===== config.mk =====
export PLATFORM = sky130hd
export DESIGN_NAME = uart_tx_sched
export DESIGN_NICKNAME = d
export VERILOG_FILES = /design/src/rtl/uart_pkg.sv /design/src/rtl/uart_rr_arb.sv /design/src/rtl/uart_tx_sched.sv
export SDC_FILE = /design/constraint.sdc
export NUM_CORES = 1
export LEC_CHECK = 0
export ABC_CLOCK_PERIOD_IN_PS = 1900
export BUFFER_PORTS_ARGS = -buffer_cell sky130_fd_sc_hd__clkbuf_2
export CAP_MARGIN = 0
export CORE_MARGIN = 2
export CORE_UTILIZATION = 35
export CTS_CLUSTER_SIZE = 12
export DETAILED_ROUTE_END_ITERATION = 10
export SLEW_MARGIN = 40
export SYNTH_ARGS = -nofsm -noshare
export SYNTH_HDL_FRONTEND = slang
export SYNTH_SLANG_ARGS = --single-unit

===== constraint.sdc =====
create_clock -name Clock -period 1.9 [get_ports Clock]
set_input_delay 0.285 -clock Clock [delete_from_list [all_inputs] [get_ports Clock]]
set_output_delay 0.285 -clock Clock [all_outputs]
set_load 0.01 [all_outputs]

===== src/rtl/uart_pkg.sv =====
// Shared definitions for the UART transmit scheduler: FSM state encoding
// and default timing parameters.
package uart_pkg;

    typedef enum logic [2:0] {
        S_IDLE     = 3'd0,
        S_LOAD     = 3'd1,
        S_SEND     = 3'd2,
        S_WAITBUSY = 3'd3,
        S_WAITDONE = 3'd4,
        S_RELEASE  = 3'd5,
        S_GAP      = 3'd6
    } state_t;

    localparam int DEF_N        = 4;
    localparam int DEF_WAIT_MAX = 8;
    localparam int DEF_GAP      = 0;
    localparam int CNT_W        = 4;
    localparam int GAP_W        = 8;

endpackage


===== src/rtl/uart_rr_arb.sv =====
// Combinational round-robin arbiter: picks the first set request at or after
// the pointer (modulo N) and returns it one-hot together with a found flag.
module uart_rr_arb #(
    parameter int N  = 4,
    parameter int IW = (N > 1) ? $clog2(N) : 1
) (
    input  logic [N-1:0]  req,
    input  logic [IW-1:0] ptr,
    output logic [N-1:0]  winner,
    output logic          found
);

    logic [N-1:0]  rot_req;
    logic [IW-1:0] rot_idx [N];
    logic [IW-1:0] sel;

    // Slot gi of the rotated view is requester (ptr + gi) mod N.
    for (genvar gi = 0; gi < N; gi++) begin : g_rot
        logic [IW:0] rot_sum;
        assign rot_sum      = {1'b0, ptr} + (IW+1)'(gi);
        assign rot_idx[gi]  = (rot_sum >= (IW+1)'(N)) ? IW'(rot_sum - (IW+1)'(N))
                                                     : IW'(rot_sum);
        assign rot_req[gi]  = req[rot_idx[gi]];
    end

    // Walking downwards lets the lowest rotated slot win.
    always_comb begin
        sel = '0;
        for (int k = N - 1; k >= 0; k--) begin
            if (rot_req[k]) begin
                sel = rot_idx[k];
            end
        end
    end

    assign found = |req;

    for (genvar gi = 0; gi < N; gi++) begin : g_win
        assign winner[gi] = found && (sel == IW'(gi));
    end

endmodule


===== src/rtl/uart_tx_sched.sv =====
// Shares one UART transmitter between N requesters with round-robin
// arbitration; the winner keeps the grant until it sends a byte marked last.
module uart_tx_sched
    import uart_pkg::*;
#(
    parameter int N        = DEF_N,
    parameter int WAIT_MAX = DEF_WAIT_MAX,
    parameter int GAP      = DEF_GAP
) (
    input  logic           Clock,
    input  logic           Reset,
    input  logic [N-1:0]   req,
    input  logic [8*N-1:0] req_data,
    input  logic [N-1:0]   req_last,
    output logic [N-1:0]   ack,
    output logic           err,
    output logic [N-1:0]   grant,
    input  logic           tx_ready,
    output logic           tx_send,
    output logic [7:0]     tx_data
);

    localparam int              IW        = (N > 1) ? $clog2(N) : 1;
    localparam logic [CNT_W-1:0] WAIT_LAST = CNT_W'(WAIT_MAX - 1);
    localparam logic [GAP_W-1:0] GAP_LAST  = GAP_W'((GAP > 0) ? GAP - 1 : 0);

    state_t             state_reg,   state_next;
    logic [N-1:0]       grant_reg,   grant_next;
    logic               lock_reg,    lock_next;
    logic [IW-1:0]      rr_ptr_reg,  rr_ptr_next;
    logic [IW-1:0]      owner_reg,   owner_next;
    logic               tx_send_reg, tx_send_next;
    logic [7:0]         tx_data_reg, tx_data_next;
    logic               last_reg,    last_next;
    logic [CNT_W-1:0]   cnt_reg,     cnt_next;
    logic [GAP_W-1:0]   gap_reg,     gap_next;
    logic [N-1:0]       ack_reg,     ack_next;
    logic               err_reg,     err_next;

    logic [N-1:0]       arb_winner;
    logic               arb_found;
    logic [IW-1:0]      arb_idx;

    uart_rr_arb #(
        .N  (N),
        .IW (IW)
    ) u_arb (
        .req    (req),
        .ptr    (rr_ptr_reg),
        .winner (arb_winner),
        .found  (arb_found)
    );

    always_comb begin
        arb_idx = '0;
        for (int i = 0; i < N; i++) begin
            if (arb_winner[i]) begin
                arb_idx = arb_idx | IW'(i);
            end
        end
    end

    always_comb begin
        state_next   = state_reg;
        grant_next   = grant_reg;
        lock_next    = lock_reg;
        rr_ptr_next  = rr_ptr_reg;
        owner_next   = owner_reg;
        tx_send_next = tx_send_reg;
        tx_data_next = tx_data_reg;
        last_next    = last_reg;
        cnt_next     = cnt_reg;
        gap_next     = gap_reg;
        ack_next     = '0;
        err_next     = 1'b0;

        case (state_reg)
            S_IDLE: begin
                if (!lock_reg) begin
                    if (arb_found && tx_ready) begin
                        grant_next = arb_winner;
                        owner_next = arb_idx;
                        lock_next  = 1'b1;
                        state_next = S_LOAD;
                    end
                end else if (req[owner_reg] && tx_ready) begin
                    // Locked: only the owner may continue its frame.
                    state_next = S_LOAD;
                end
            end
            S_LOAD: begin
                tx_data_next = req_data[{owner_reg, 3'b000} +: 8];
                last_next    = req_last[owner_reg];
                state_next   = S_SEND;
            end
            S_SEND: begin
                tx_send_next = 1'b1;
                cnt_next     = '0;
                state_next   = S_WAITBUSY;
            end
            S_WAITBUSY: begin
                if (!tx_ready) begin
                    tx_send_next = 1'b0;
                    state_next   = S_WAITDONE;
                end else if (cnt_reg == WAIT_LAST) begin
                    // Transmitter never accepted the strobe: abort the byte.
                    tx_send_next = 1'b0;
                    ack_next     = grant_reg;
                    err_next     = 1'b1;
                    state_next   = S_RELEASE;
                end else if (cnt_reg != {CNT_W{1'b1}}) begin
                    cnt_next = cnt_reg + 1'b1;
                end
            end
            S_WAITDONE: begin
                if (tx_ready) begin
                    ack_next   = grant_reg;
                    state_next = S_RELEASE;
                end
            end
            S_RELEASE: begin
                if (last_reg || err_reg) begin
                    lock_next   = 1'b0;
                    grant_next  = '0;
                    rr_ptr_next = (owner_reg == IW'(N - 1)) ? '0 : owner_reg + 1'b1;
                end
                if (GAP > 0) begin
                    gap_next   = '0;
                    state_next = S_GAP;
                end else begin
                    state_next = S_IDLE;
                end
            end
            S_GAP: begin
                if (gap_reg == GAP_LAST) begin
                    state_next = S_IDLE;
                end else begin
                    gap_next = gap_reg + 1'b1;
                end
            end
            default: begin
                state_next = S_IDLE;
            end
        endcase
    end

    always_ff @(posedge Clock or negedge Reset) begin
        if (!Reset) begin
            state_reg   <= S_IDLE;
            grant_reg   <= '0;
            lock_reg    <= 1'b0;
            rr_ptr_reg  <= '0;
            owner_reg   <= '0;
            tx_send_reg <= 1'b0;
            tx_data_reg <= '0;
            last_reg    <= 1'b0;
            cnt_reg     <= '0;
            gap_reg     <= '0;
            ack_reg     <= '0;
            err_reg     <= 1'b0;
        end else begin
            state_reg   <= state_next;
            grant_reg   <= grant_next;
            lock_reg    <= lock_next;
            rr_ptr_reg  <= rr_ptr_next;
            owner_reg   <= owner_next;
            tx_send_reg <= tx_send_next;
            tx_data_reg <= tx_data_next;
            last_reg    <= last_next;
            cnt_reg     <= cnt_next;
            gap_reg     <= gap_next;
            ack_reg     <= ack_next;
            err_reg     <= err_next;
        end
    end

    assign ack     = ack_reg;
    assign err     = err_reg;
    assign grant   = grant_reg;
    assign tx_send = tx_send_reg;
    assign tx_data = tx_data_reg;

endmodule


==> reports/metrics.yaml <==
sta:
  timing.clock.skew_ps: 7.21
  fmax_ghz: 0.593
  rsz0062_at_grt: "false"
  tightest_slew_ps: 582
  slew_violations: 0
  final.setup.tns_ps: 0
  finalHoldViolCount: 0
  min_period_over_period_pct: 88.7
  timing.final.crit_period_ps: 1680
  setup_viol: 0
  max-slew-margin-rel_pct: 61.2
worst_setup_path:
  timing.critical_path.slowest_stage_cell: "sky130_fd_sc_hd__or4b_4"
  timing.critical_path.to_type: "register"
  critical_path.startpoint_type: "register"
  crit_required_ps: 2110
  cp_bufs_invs: 1
  arrival_ps: 1890
  critical_path.max_stage_delay_ps: 450
  worst-path-max-fanout: 4
  critical-path-top-delay-family: "simple AND/OR/NAND/NOR gates"
  worstSetupPathType: "register to register"
  crit_path_cell_trace: "inv_1, ha_1, or4b_4, o2111a_2, nand2_2, xnor2_1"
yosys:
  synthesis.instances: 180
  postSynthNetCount: 227
  combinational_family_with_the_most_area_after_synthesis: "multiplexers"
  mean_instance_size_in_the_synthesized_netlist_um2: 11.5
  synth-seq-cells: 39
  synth-compound-area-share_pct: 11.0
  dominantRegCellSynth: "sky130_fd_sc_hd__dfrtp_1"
  synthesis.area_um2: 2060
  synth-xor-area-share_pct: 2.97
  proportion_of_synthesized_area_in_mux_cells_pct: 16.9
  synth_fa_ha_area_share_pct: 2.43
  ys.warnings.count: 0
  synth_async_sr_flop_share_pct: 100
  synth_simple_gate_area_share_pct: 16.1
  seq_area_frac_synth_pct: 47.3
  synth.distinct_cells: 45
  synth_enable_flop_cells: 0
detailed_routing:
  wire_per_inst_um: 13.5
  vias_per_cell: 5.06
  drt_drc_violations_left: 0
  route.vias.total: 1619
  drtPass1Iterations: 4
  drt_wl_total_mm: 4.33
  postRouteAntennaNets: 0
  drt-initial-drc-count: 96
power_and_ir_drop:
  p_sw_share_pct: 35.5
  p_switching_uw: 1020
  power_density_nw_per_um2: 1120
  clock_power_share_pct: 18.8
  leakage_uw: 0.00120
  seq_power_share_pct: 43.4
  ir_drop_v: 0.000440
  p_int_uw: 1860
  power.combinational.fraction_pct: 37.9
floorplan:
  floorplan.initialDensity_pct: 36.8
  floorplan.io_pins: 61
  floorplan_die_area_um2: 6530
  dieHeight_um: 80.8
  floorplan_die_width_um: 80.8
  num_rows: 27
  core_region_area_um2: 5610
grt:
  global_route.usage.total_pct: 14.2
  grt_pass1_wl_mm: 7.15
  global_route.overflow_total: 0
  pin_count_of_the_biggest_net_entering_global_routing: 40
  first_global_vias: 1523
  grt_antenna_before_repair: 0
layout:
  layout-drive-gt1-share_pct: 40.3
  final_cell_count_no_fill: 320
  syn2layout_area_growth_pct: 24.7
  diodes: 0
  design.final.nets: 294
  fin_area_um2: 2570
placement:
  dp_hpwl_mm: 3.25
  place.detailed.instances: 312
  place_congestion: 0.756
  number_of_port_buffers: 60
  detailed_place.area_um2: 2490
cts:
  clk_pin_slew_ps: 80
  cts-htree-levels: 2
  clock_latency_ps: 290
  ctsHoldBuffers: 0
  numClockSinks: 39
  clockRootBuffer: "sky130_fd_sc_hd__clkbuf_8"
  cts_tree: "built"
  cts-resized-gates: 0
  number_of_setup_buffers_added_after_cts: 0
  clock_path_buffers: 2
  numCtsBuffers: 5
worst_hold_path:
  holdCritPathClass: "primary input to async pin"
status:
  run_status: "complete, no violations"
job:
  timing.max_cap.violations: 0
==> worst register-to-register path: cells and delay by family, from the launching register on <==
kind            cells  cell delay [ps]
simple gates        2              520
flops               1              390
compound gates      1              310
fa+ha+maj           1              150
buf+inv             1              110
xor+xnor            1              110
==> Yosys cell counts, drive strengths merged, types with 2 or more instances <==
cell type	n	share of area (%)
a21o	2	0.73
a21oi	3	0.73
a221oi	2	0.85
and2	4	1.2
and3	2	0.61
buf	6	1.4
clkbuf	2	0.42
dfrtp	39	47
ha	4	2.4
inv	8	1.5
mux2	10	5.5
mux4	10	11
nand2	13	2.5
nand2b	2	0.61
nand3	8	1.9
nand3b	4	1.5
nand4	2	0.61
nand4b	2	0.85
nor2	14	2.5
nor3	4	1.2
nor4	3	0.91
o21ai	7	1.7
o31ai	5	1.8
xnor2	7	3.0
==> per-stage QoR <==
step | power [µW] | hold slack [ps] | util, % | worst slack [ps]
finish | 2880 | 46.6 | 45.9 | 215
global route | 3100 | 81.3 | 45.9 | 67.3
floorplan | 1960 | -10.6 | - | 304
detailed placement | 2360 | 375 | 44.4 | 223
global placement | 2340 | 374 | 44.4 | 253
CTS | 2920 | 60.1 | 45.9 | 192
==> cell usage in the layout (no fill, tap or decap), types with 2 or more instances in the layout <==
cell and instances:
sky130_fd_sc_hd__clkbuf_2 60, sky130_fd_sc_hd__and2_1 4, sky130_fd_sc_hd__buf_4 7, sky130_fd_sc_hd__o21ai_0 7, sky130_fd_sc_hd__nor3_1 3, sky130_fd_sc_hd__nor2_1 14
sky130_fd_sc_hd__ha_1 4, sky130_fd_sc_hd__nand4b_1 2, sky130_fd_sc_hd__mux2_2 10, sky130_fd_sc_hd__dfrtp_1 39, sky130_fd_sc_hd__a21oi_1 3, sky130_fd_sc_hd__a221oi_1 2
sky130_fd_sc_hd__nand2_1 12, sky130_fd_sc_hd__nor4_1 3, sky130_fd_sc_hd__a21o_1 2, sky130_fd_sc_hd__xnor2_1 7, sky130_fd_sc_hd__nand4_1 2, sky130_fd_sc_hd__inv_1 8
sky130_fd_sc_hd__clkbuf_8 5, sky130_fd_sc_hd__nand2b_1 2, sky130_fd_sc_hd__mux4_2 10, sky130_fd_sc_hd__nand3_1 8, sky130_fd_sc_hd__o31ai_1 5, sky130_fd_sc_hd__and3_1 2
sky130_fd_sc_hd__nand3b_1 4
==> kinds of logic after synthesis <==
group,Yosys count
AOI/OAI and AO/OA,31
buffers and inverters,16
xor gates and xnor gates,7
and+or+nand+nor,62
muxes,21
adders and majority gates,4
DFF,39
==> routing by layer <==
metal	part of all wire [%]	wire length (µm)	track usage, %
met5	0	0	0
met4	1.1	47	5.08
met3	4.4	191	3.44
met2	48	2070	21.8
met1	47	2020	19.9
==> power by group through the flow <==
stage	Combinational (µW)	Sequential [µW]	Clock, µW
2_1_floorplan	719	1240	0
3_3_place_gp	1080	1260	0
3_5_place_dp	1100	1260	0
4_1_cts	1110	1250	569
5_1_grt	1220	1280	597
6_report	1090	1250	541
==> path summary, 6_finish.rpt <==
| kind | to | cells after the start | slack (ps) | start |
|---|---|---|---|---|
| worst max-delay path | gap_reg[2] | 6 | 220 | gap_reg[0] |
| worst min-delay path | grant[3] | 2 | 50 | Reset |
| worst max register to register | gap_reg[2] | 6 | 220 | gap_reg[0] |
| worst min register to register | gap_reg[7] | 1 | 490 | gap_reg[7] |
| max in group asynchronous | gap_reg[2] | 2 | 1510 | Reset |
| min in group Clock | state_reg[0] | 3 | 360 | tx_ready |
==> area by class of cell <==
class / instances / area, µm²
Clock buffer: 6 / 72.6
Timing Repair Buffer: 68 / 373
Clock inverter: 2 / 12.5
Sequential cell: 39 / 976
Tap cell: 72 / 90.1
Fill cell: 557 / 3030
Inverter: 8 / 30.0
Multi-Input combinational cell: 125 / 1020
No activity file was read; power rests on OpenSTA's default activity.
